===== src/rtl/alu_pkg.sv =====
// Shared definitions for the multi-cycle ALU sequencer: ALU control codes,
// operation/state enums and flag bit positions.
package alu_pkg;

  localparam int unsigned DATA_W = 16;

  localparam logic [5:0] ALU_PASS = 6'h00;
  localparam logic [5:0] ALU_SUB  = 6'h09;
  localparam logic [5:0] ALU_ADD  = 6'h0A;
  localparam logic [5:0] ALU_SHL  = 6'h20;
  localparam logic [5:0] ALU_ROL  = 6'h22;
  localparam logic [5:0] ALU_SHR  = 6'h30;
  localparam logic [5:0] ALU_ROR  = 6'h32;
  localparam logic [5:0] ALU_SAR  = 6'h34;

  localparam int unsigned FLAG_C = 3;
  localparam int unsigned FLAG_S = 2;
  localparam int unsigned FLAG_V = 1;
  localparam int unsigned FLAG_Z = 0;

  typedef enum logic [2:0] {
    MUL = 3'd0,
    SHL = 3'd1,
    SHR = 3'd2,
    SAR = 3'd3,
    ROL = 3'd4,
    ROR = 3'd5
  } seq_op_t;

  typedef enum logic [2:0] {
    IDLE    = 3'd0,
    MUL_ADD = 3'd1,
    MUL_SHL = 3'd2,
    SHIFT   = 3'd3,
    DONE    = 3'd4
  } seq_state_t;

  // Flags derived from a value alone: carry and overflow cleared.
  function automatic logic [3:0] value_flags(input logic [DATA_W-1:0] v);
    logic [3:0] f;
    f         = '0;
    f[FLAG_S] = v[DATA_W-1];
    f[FLAG_Z] = (v == '0);
    return f;
  endfunction

  function automatic logic [5:0] shift_code(input seq_op_t op);
    logic [5:0] code;
    code = ALU_PASS;
    case (op)
      SHL:     code = ALU_SHL;
      SHR:     code = ALU_SHR;
      SAR:     code = ALU_SAR;
      ROL:     code = ALU_ROL;
      ROR:     code = ALU_ROR;
      default: code = ALU_PASS;
    endcase
    return code;
  endfunction

endpackage


===== src/rtl/alu_seq_if.sv =====
// Request/response and ALU-drive signals of the sequencer. The master side is
// the core plus the shared ALU; the slave side is the sequencer itself.
interface alu_seq_if #(
  parameter int unsigned WIDTH = 16
);
  logic             i_start;
  logic [2:0]       i_op;
  logic [WIDTH-1:0] i_a;
  logic [WIDTH-1:0] i_b;
  logic             i_flush;
  logic             o_busy;
  logic             o_done;
  logic [WIDTH-1:0] o_result;
  logic [3:0]       o_flag;
  logic [5:0]       o_alu_ctrl;
  logic [WIDTH-1:0] o_alu_a;
  logic [WIDTH-1:0] o_alu_b;
  logic             o_alu_carry;
  logic [WIDTH-1:0] i_alu_data;
  logic [3:0]       i_alu_flag;

  modport master (
    output i_start, i_op, i_a, i_b, i_flush, i_alu_data, i_alu_flag,
    input  o_busy, o_done, o_result, o_flag,
           o_alu_ctrl, o_alu_a, o_alu_b, o_alu_carry
  );

  modport slave (
    input  i_start, i_op, i_a, i_b, i_flush, i_alu_data, i_alu_flag,
    output o_busy, o_done, o_result, o_flag,
           o_alu_ctrl, o_alu_a, o_alu_b, o_alu_carry
  );
endinterface


===== src/rtl/alu_seq.sv =====
// Multi-cycle sequencer in front of the shared 16-bit ALU: shift-and-add
// multiply (low 16 bits) and N-bit shifts/rotates built from 1-bit ALU steps.
module alu_seq
  import alu_pkg::*;
#(
  parameter int unsigned WIDTH = 16,
  parameter int unsigned CNT_W = 4
) (
  input logic     i_clk,
  input logic     i_rst_n,
  alu_seq_if.slave bus
);

  seq_state_t       state;
  seq_op_t          op;
  logic [WIDTH-1:0] p;
  logic [WIDTH-1:0] m;
  logic [WIDTH-1:0] q;
  logic [WIDTH-1:0] r;
  logic [CNT_W-1:0] cnt;
  logic [3:0]       sflag;
  logic             busy;
  logic             done;
  logic [WIDTH-1:0] result;
  logic [3:0]       flag;

  logic [5:0]       alu_ctrl;
  logic [WIDTH-1:0] alu_a;
  logic [WIDTH-1:0] alu_b;

  logic             accept;
  logic             flush_now;

  assign flush_now = bus.i_flush && (state inside {MUL_ADD, MUL_SHL, SHIFT});
  assign accept    = bus.i_start && !bus.i_flush && (state inside {IDLE, DONE});

  always_ff @(posedge i_clk or negedge i_rst_n) begin
    if (!i_rst_n) begin
      state  <= IDLE;
      op     <= MUL;
      p      <= '0;
      m      <= '0;
      q      <= '0;
      r      <= '0;
      cnt    <= '0;
      sflag  <= '0;
      busy   <= 1'b0;
      done   <= 1'b0;
      result <= '0;
      flag   <= '0;
    end else begin
      done <= 1'b0;
      if (flush_now) begin
        state <= IDLE;
        busy  <= 1'b0;
      end else begin
        case (state)
          IDLE, DONE: begin
            state <= IDLE;
            busy  <= 1'b0;
            if (accept) begin
              case (bus.i_op)
                MUL: begin
                  p     <= '0;
                  m     <= bus.i_a;
                  q     <= bus.i_b;
                  state <= MUL_ADD;
                  busy  <= 1'b1;
                end
                SHL, SHR, SAR, ROL, ROR: begin
                  op    <= seq_op_t'(bus.i_op);
                  r     <= bus.i_a;
                  cnt   <= bus.i_b[CNT_W-1:0];
                  // Seeding with the operand's own flags covers the N=0 case.
                  sflag <= value_flags(bus.i_a);
                  state <= SHIFT;
                  busy  <= 1'b1;
                end
                default: begin
                  result <= bus.i_a;
                  flag   <= value_flags(bus.i_a);
                  state  <= DONE;
                  done   <= 1'b1;
                end
              endcase
            end
          end
          MUL_ADD: begin
            if (q == '0) begin
              result <= p;
              flag   <= value_flags(p);
              state  <= DONE;
              busy   <= 1'b0;
              done   <= 1'b1;
            end else begin
              if (q[0]) p <= bus.i_alu_data;
              state <= MUL_SHL;
            end
          end
          MUL_SHL: begin
            m     <= bus.i_alu_data;
            q     <= q >> 1;
            state <= MUL_ADD;
          end
          SHIFT: begin
            if (cnt == '0) begin
              result <= r;
              flag   <= sflag;
              state  <= DONE;
              busy   <= 1'b0;
              done   <= 1'b1;
            end else begin
              r     <= bus.i_alu_data;
              sflag <= bus.i_alu_flag;
              cnt   <= cnt - CNT_W'(1);
            end
          end
          default: begin
            state <= IDLE;
            busy  <= 1'b0;
          end
        endcase
      end
    end
  end

  // ALU drive depends only on registered state, never on the request inputs.
  always_comb begin
    alu_ctrl = ALU_PASS;
    alu_a    = '0;
    alu_b    = '0;
    case (state)
      MUL_ADD: begin
        if (q[0]) begin
          alu_ctrl = ALU_ADD;
          alu_a    = p;
          alu_b    = m;
        end
      end
      MUL_SHL: begin
        alu_ctrl = ALU_SHL;
        alu_a    = m;
      end
      SHIFT: begin
        if (cnt != '0) begin
          alu_ctrl = shift_code(op);
          alu_a    = r;
        end
      end
      default: ;
    endcase
  end

  assign bus.o_busy      = busy;
  assign bus.o_done      = done;
  assign bus.o_result    = result;
  assign bus.o_flag      = flag;
  assign bus.o_alu_ctrl  = alu_ctrl;
  assign bus.o_alu_a     = alu_a;
  assign bus.o_alu_b     = alu_b;
  assign bus.o_alu_carry = 1'b0;

endmodule

===== src/flat_wrapper.sv =====
// flat-port wrapper written by rule: the top's interface ports become plain ports
module alu_seq_flat import alu_pkg::*;
#(
  parameter int unsigned WIDTH = 16,
  parameter int unsigned CNT_W = 4
)
  (i_clk, i_rst_n, bus_i_start, bus_i_op, bus_i_a, bus_i_b, bus_i_flush, bus_i_alu_data, bus_i_alu_flag, bus_o_busy, bus_o_done, bus_o_result, bus_o_flag, bus_o_alu_ctrl, bus_o_alu_a, bus_o_alu_b, bus_o_alu_carry);
  alu_seq_if #(.WIDTH(WIDTH)) bus_i ();
  input logic i_clk;
  input logic i_rst_n;
  input wire logic [$bits(bus_i.i_start)-1:0] bus_i_start;
  input wire logic [$bits(bus_i.i_op)-1:0] bus_i_op;
  input wire logic [$bits(bus_i.i_a)-1:0] bus_i_a;
  input wire logic [$bits(bus_i.i_b)-1:0] bus_i_b;
  input wire logic [$bits(bus_i.i_flush)-1:0] bus_i_flush;
  input wire logic [$bits(bus_i.i_alu_data)-1:0] bus_i_alu_data;
  input wire logic [$bits(bus_i.i_alu_flag)-1:0] bus_i_alu_flag;
  output wire logic [$bits(bus_i.o_busy)-1:0] bus_o_busy;
  output wire logic [$bits(bus_i.o_done)-1:0] bus_o_done;
  output wire logic [$bits(bus_i.o_result)-1:0] bus_o_result;
  output wire logic [$bits(bus_i.o_flag)-1:0] bus_o_flag;
  output wire logic [$bits(bus_i.o_alu_ctrl)-1:0] bus_o_alu_ctrl;
  output wire logic [$bits(bus_i.o_alu_a)-1:0] bus_o_alu_a;
  output wire logic [$bits(bus_i.o_alu_b)-1:0] bus_o_alu_b;
  output wire logic [$bits(bus_i.o_alu_carry)-1:0] bus_o_alu_carry;
  assign bus_i.i_start = bus_i_start;
  assign bus_i.i_op = bus_i_op;
  assign bus_i.i_a = bus_i_a;
  assign bus_i.i_b = bus_i_b;
  assign bus_i.i_flush = bus_i_flush;
  assign bus_i.i_alu_data = bus_i_alu_data;
  assign bus_i.i_alu_flag = bus_i_alu_flag;
  assign bus_o_busy = bus_i.o_busy;
  assign bus_o_done = bus_i.o_done;
  assign bus_o_result = bus_i.o_result;
  assign bus_o_flag = bus_i.o_flag;
  assign bus_o_alu_ctrl = bus_i.o_alu_ctrl;
  assign bus_o_alu_a = bus_i.o_alu_a;
  assign bus_o_alu_b = bus_i.o_alu_b;
  assign bus_o_alu_carry = bus_i.o_alu_carry;
  alu_seq #(.WIDTH(WIDTH), .CNT_W(CNT_W)) u_core (.i_clk(i_clk), .i_rst_n(i_rst_n), .bus(bus_i));
endmodule

===== config.mk =====
export PLATFORM = sky130hd
export DESIGN_NAME = alu_seq_flat
export DESIGN_NICKNAME = d
export VERILOG_FILES = /design/src/rtl/alu_pkg.sv /design/src/rtl/alu_seq_if.sv /design/src/rtl/alu_seq.sv /design/src/flat_wrapper.sv
export SDC_FILE = /design/constraint.sdc
export NUM_CORES = 1
export LEC_CHECK = 0
export BUFFER_PORTS_ARGS = -buffer_cell sky130_fd_sc_hd__buf_2
export CAP_MARGIN = 30
export CORE_ASPECT_RATIO = 0.9
export CORE_UTILIZATION = 55
export DETAILED_ROUTE_END_ITERATION = 16
export GPL_ROUTABILITY_DRIVEN = 1
export PLACE_DENSITY = 0.81
export REMOVE_ABC_BUFFERS = 1
export SLEW_MARGIN = 20
export SYNTH_ARGS = -nofsm -noshare
export SYNTH_HDL_FRONTEND = slang
export SYNTH_SLANG_ARGS = --single-unit

===== constraint.sdc =====
create_clock -name i_clk -period 2.8 [get_ports i_clk]
set_clock_uncertainty 0.15 [all_clocks]
set_input_delay 0.56 -clock i_clk [delete_from_list [all_inputs] [get_ports i_clk]]
set_output_delay 0.56 -clock i_clk [all_outputs]
set_load 0.005 [all_outputs]

# Yosys cells after proc, flatten, opt, wreduce, memory -nomap -nowiden
# Index checks and enable logic that the tools add are counted.
[classes] addsub=1 eq_ne=26 n_mux=60 n_bitwise=1 reduce_logical=26
[ops] operator="16-bit two-way mux" n=19
[ops] operator="16-bit case mux with 2 select lines" n=4
[ops] operator="16-bit case mux with 3 select lines" n=2
[ops] operator="16-bit zero test" n=3
[ops] operator="4-bit two-way mux" n=11
[ops] operator="6-bit case mux with 5 select lines" n=1
[ops] operator="3-bit by 2-bit == test with 1-bit output (second input constant)" n=6
[ops] operator="6-bit case mux with 3 select lines" n=1
[ops] operator="4-bit case mux with 2 select lines" n=2
[ops] operator="3-bit == test (second input constant)" n=5
[ops] operator="2-bit != test (second input constant)" n=7
[ops] operator="3-bit two-way mux" n=4
[ops] operator="3-bit case mux with 4 select lines" n=1
[ops] operator="4-bit case mux with 3 select lines" n=1
[ops] operator="6-bit AND reduction" n=2
[ops] operator="1-bit two-way mux" n=10
[ops] operator="3-bit by 1-bit == test with 1-bit output (second input constant)" n=3
[ops] operator="4-bit AND reduction" n=2
[ops] operator="2-bit nonzero test" n=4
[ops] operator="3-bit zero test" n=2
[ops] operator="6-bit two-way mux" n=1
[ops] operator="2-bit by 1-bit != test with 1-bit output (second input constant)" n=3
[ops] operator="3-bit by 2-bit != test with 1-bit output (second input constant)" n=2
[ops] operator="3-bit case mux with 2 select lines" n=1
[ops] operator="14 further kinds" n=17
[word_totals] ff_bits=100 in_bits=59 out_inout_bits=61 word_cells=126

# Logic depth before layout (Yosys ltp)
[logic_depth] depth_word=6 mapped_depth=9 mapped_depth_nobuf=7

# Worst setup path before layout
# No wires, ideal clock.
[synth_timing] kind="reg2out" start="register u_core.cnt[0]" end="output port bus_o_alu_a[10]" t_arrival_ns=1.709 required_ns=2.090 path_slack_ns=0.381 stages_incl_launch_ff=9 n_path_buf=2 cell_sequence="dfrtp_1 inv_1 ha_1 or3b_1 nor2b_2 buf_2 buf_4 a22oi_1 nand2_1"
[synth_between] elab_chain_cells=3
[synth_rtl] item="start: declaration" line="alu_seq.sv:20" rtl="logic [CNT_W-1:0] cnt;"
[synth_rtl] item="start signal: assignment" line="alu_seq.sv:73" rtl="cnt <= bus.i_b[CNT_W-1:0];"
[synth_rtl] item="start signal: assignment" line="alu_seq.sv:115" rtl="cnt <= cnt - CNT_W'(1);"
[synth_rtl] item="4-bit nonzero test" line="alu_seq.sv:145" rtl="if (cnt != '0) begin"
[synth_rtl] item="16-bit two-way mux" line="alu_seq.sv:145"
[synth_rtl] item="16-bit case mux with 3 select lines" line="alu_seq.sv:132" rtl="case (state)"
[synth_rtl] item="end: declaration" line="flat_wrapper.sv:23" rtl="output wire logic [$bits(bus_i.o_alu_a)-1:0] bus_o_alu_a;"
# No other way between the ends.

# Final worst setup path
[layout_timing] start="register u_core.cnt[1]" end="output port bus_o_alu_a[1]"
# Same word-level chain as after synthesis.

==> metrics.txt <==
status finished, final reports clean; Data arrival, critical path 2.07 ns; CP max stage delay 0.39 ns; reg-to-reg setup timing slack 0.37 ns; startpoint types flip-flop; DRC Markers 0; row count 34; crit path to bus_o_alu_a[1]; initial DRC count 301; pwr/cell area 969 mW/mm^2; pin count of the biggest net entering global routing 57; CTS tree yes; GPL Wtd Cong 0.854; clock-pin slew on the worst setup and hold paths 0.10 ns; share of layout cells above drive strength 1 0.314; Required @ worst endpoint 2.09 ns; I/O Pins 120; die height 96.5 um; initial antenna violation count 0; Overflow after GRT 0; Post-Synthesis Cells 544; TritonCTS buffer count 9; post-route ant nets 0; Synth Flop Type dfrtp_1; Hold Path Class in -> async; WS Path Type reg -> out; reg-to-reg endpoint u_core.bus.o_result[7]; number of vias per cell 5.81; Yosys reg bits 100; Synth cell types 55; fin nets ~720; H-Tree Depth 3; Tightest Pin Transition 0.594 ns; CP cell instances inv_2 > ha_4 > or3b_4 > nor2b_4 > buf_4 > a22oi_2 > nand2_1 > buf_2; core area 0.00966 mm^2; leakage power 3.12 nW; Final Hold Slack 0.0344 ns; synthesized area 0.00546 mm^2; Peak VDD IR 462 uV; Mean Syn Cell Area approximately 10 um^2; IO Port Bufs 117; final hold vios 0; Final setup viols 0; n_diodes 0; reg-to-reg startpoint u_core.cnt[1]; Synth Warn # 0; All-Layer GR Usage 0.283; Starting Density 0.565; via count 4585; crit path from u_core.cnt[1]; Clk Latency, worst-skew pair 0.36 ns; Placed Cells 767; Routed WL 14200 um; clk sink count 100; first-pass GRT wire length about 22000 um; RSZ-0062 raised after global routing yes; Max Fclk 360 MHz; DP HPWL 9780 um; wire length per cell 18.0 um; CP max FO 6; clk buf depth 2; FF-to-FF path depth 7; max_cap viols 0; Non-Filler Instances ~800; root buffer cell clkbuf_8; Slew headroom 0.604; Async SR Flop Fraction 1.00; die footprint 0.0103 mm^2; CP Capture Type primary output; Layout area overhead 19.0%; Post-synth EDFFs 0; DIE WIDTH between 100 and 150 um; Tcrit/Tclk final 0.992; CP max-delay cell dfrtp_1; cts hold-fix bufs 0; vias in the first global route 4490; Final min period 2.78 ns; sequential share of the synthesized area 0.459; Max Slew Vio Count 0; first drt pass iteration count 5
## per-layer routing
layer	wire, um	global-route usage	vias to the layer above
met5	0	0	-
met4	328	0.0947	0
met3	718	0.0570	32
met2	7040	0.477	161
met1	6080	0.368	2235
li1	-	-	2157
## worst max-delay path: cells and delay by family, from the launching register on
kind / cells / cell delay, ns
flip-flops: 1 / 0.39
buffers and inverters: 3 / 0.36
AND/OR/NAND/NOR: 3 / 0.61
adder cells (fa/ha/maj): 1 / 0.14
AO/OA/AOI/OAI: 1 / 0.19
## area by class of cell
class / count / area [um^2]
clock inverters: 6 / 114
clock buffers: 9 / 124
repair buffers: 141 / 821
inverters: 8 / 30.0
well taps: 126 / 158
fillers: 727 / 3160
flip-flops and latches: 100 / 2500
multi-input cells: 399 / 2750
## flip-flops by register name, indices dropped and copies added (netlist names)
| name | flops |
|---|---|
| u_core.bus.o_busy | 1 |
| u_core.bus.o_done | 1 |
| u_core.bus.o_flag | 4 |
| u_core.bus.o_result | 16 |
| u_core.cnt | 4 |
| u_core.m | 16 |
| u_core.op | 3 |
| u_core.p | 16 |
| u_core.q | 16 |
| u_core.r | 16 |
| u_core.sflag | 4 |
| u_core.state | 3 |
## timing repair
item | CTS | global route
gates resized for setup | 5 | 16
buffers inserted | 4 | 3
pin swaps | 0 | 4
endpoints found under the setup margin | 18 | 31
## cells by family after synthesis
| kind of cell | Yosys count | synth area share |
|---|---|---|
| simple gates | 181 | 0.160 |
| other cells | 1 | 0.000687 |
| mux | 85 | 0.172 |
| compound gates | 130 | 0.150 |
| fa+ha+maj | 1 | 0.00229 |
| buf+inv | 46 | 0.0562 |
| flops | 100 | 0.459 |
## power by group
group	internal, mW	switching, mW	leakage [nW]
clock	0.590	0.502	0.112
combinational	1.29	1.39	1.79
sequential	2.04	0.480	1.23
## how the worst min path moves through the flow
stage / startpoint / endpoint / slack (ns) / depth (start not counted)
finish: i_rst_n / u_core.bus.o_done / 0.03 / 1
floorplan: i_rst_n / u_core.bus.o_busy / 0.11 / 0
detailed placement: u_core.sflag[1] / u_core.sflag[1] / 0.33 / 2
CTS: i_rst_n / u_core.bus.o_done / 0.05 / 1
global route: i_rst_n / u_core.bus.o_result[0] / 0.06 / 1
global placement: u_core.sflag[1] / u_core.sflag[1] / 0.32 / 2
## cell usage in the layout, fill, tap and decap left out, types with 6 or more instances in the layout
cell type	instances
nand2_1	84
nor4_1	12
buf_2	116
nor2_1	37
a21oi_1	40
mux2_4	17
clkbuf_8	9
dfrtp_1	100
a22oi_2	11
o21ai_1	23
a22o_1	16
a22oi_1	6
mux2i_1	64
buf_4	19
o21ai_0	20
and2_1	17
## cells in the mapped netlist (2+ instances only)
master    instances  area share
nand2b_1          2      0.0023
clkbuf_1          8      0.0055
nor4_1           12       0.014
nand4_1           2      0.0023
nand2_1          84       0.058
nor2_1           37       0.025
mux2i_1          64        0.12
and2_1           17       0.019
or3_1             3      0.0034
a21oi_1          40       0.037
o21ai_1          23       0.021
nor2_4            2      0.0041
buf_2             9      0.0083
a22oi_1          17       0.023
buf_6             6       0.012
nor2b_1           2      0.0023
and3_1            2      0.0023
dfrtp_1         100        0.46
o211ai_1          2      0.0028
buf_12            2      0.0073
mux2_4           17       0.047
mux2_2            4      0.0083
buf_4            10       0.014
nor3_2            2      0.0037
a22o_1           16       0.026
nand3_1           4      0.0037
o21ai_0          20       0.018
clkbuf_4          2      0.0028
inv_1             7      0.0048
nor3_1            3      0.0028
## stage by stage
step	setup WS, ns	setup TNS [ns]	util	power, mW	area (um^2)
floorplan	-2.46	-141.40	-	4.05	5180
global placement	-0.0322	-0.189	0.631	4.88	6090
detailed placement	0.0974	0	0.632	5.03	6100
CTS	0.000780	0	0.663	6.19	6400
global route	-0.0556	-0.454	0.673	6.71	6500
finish	0.0217	0	0.673	6.29	6500
No activity file was read; power rests on OpenSTA's default activity.
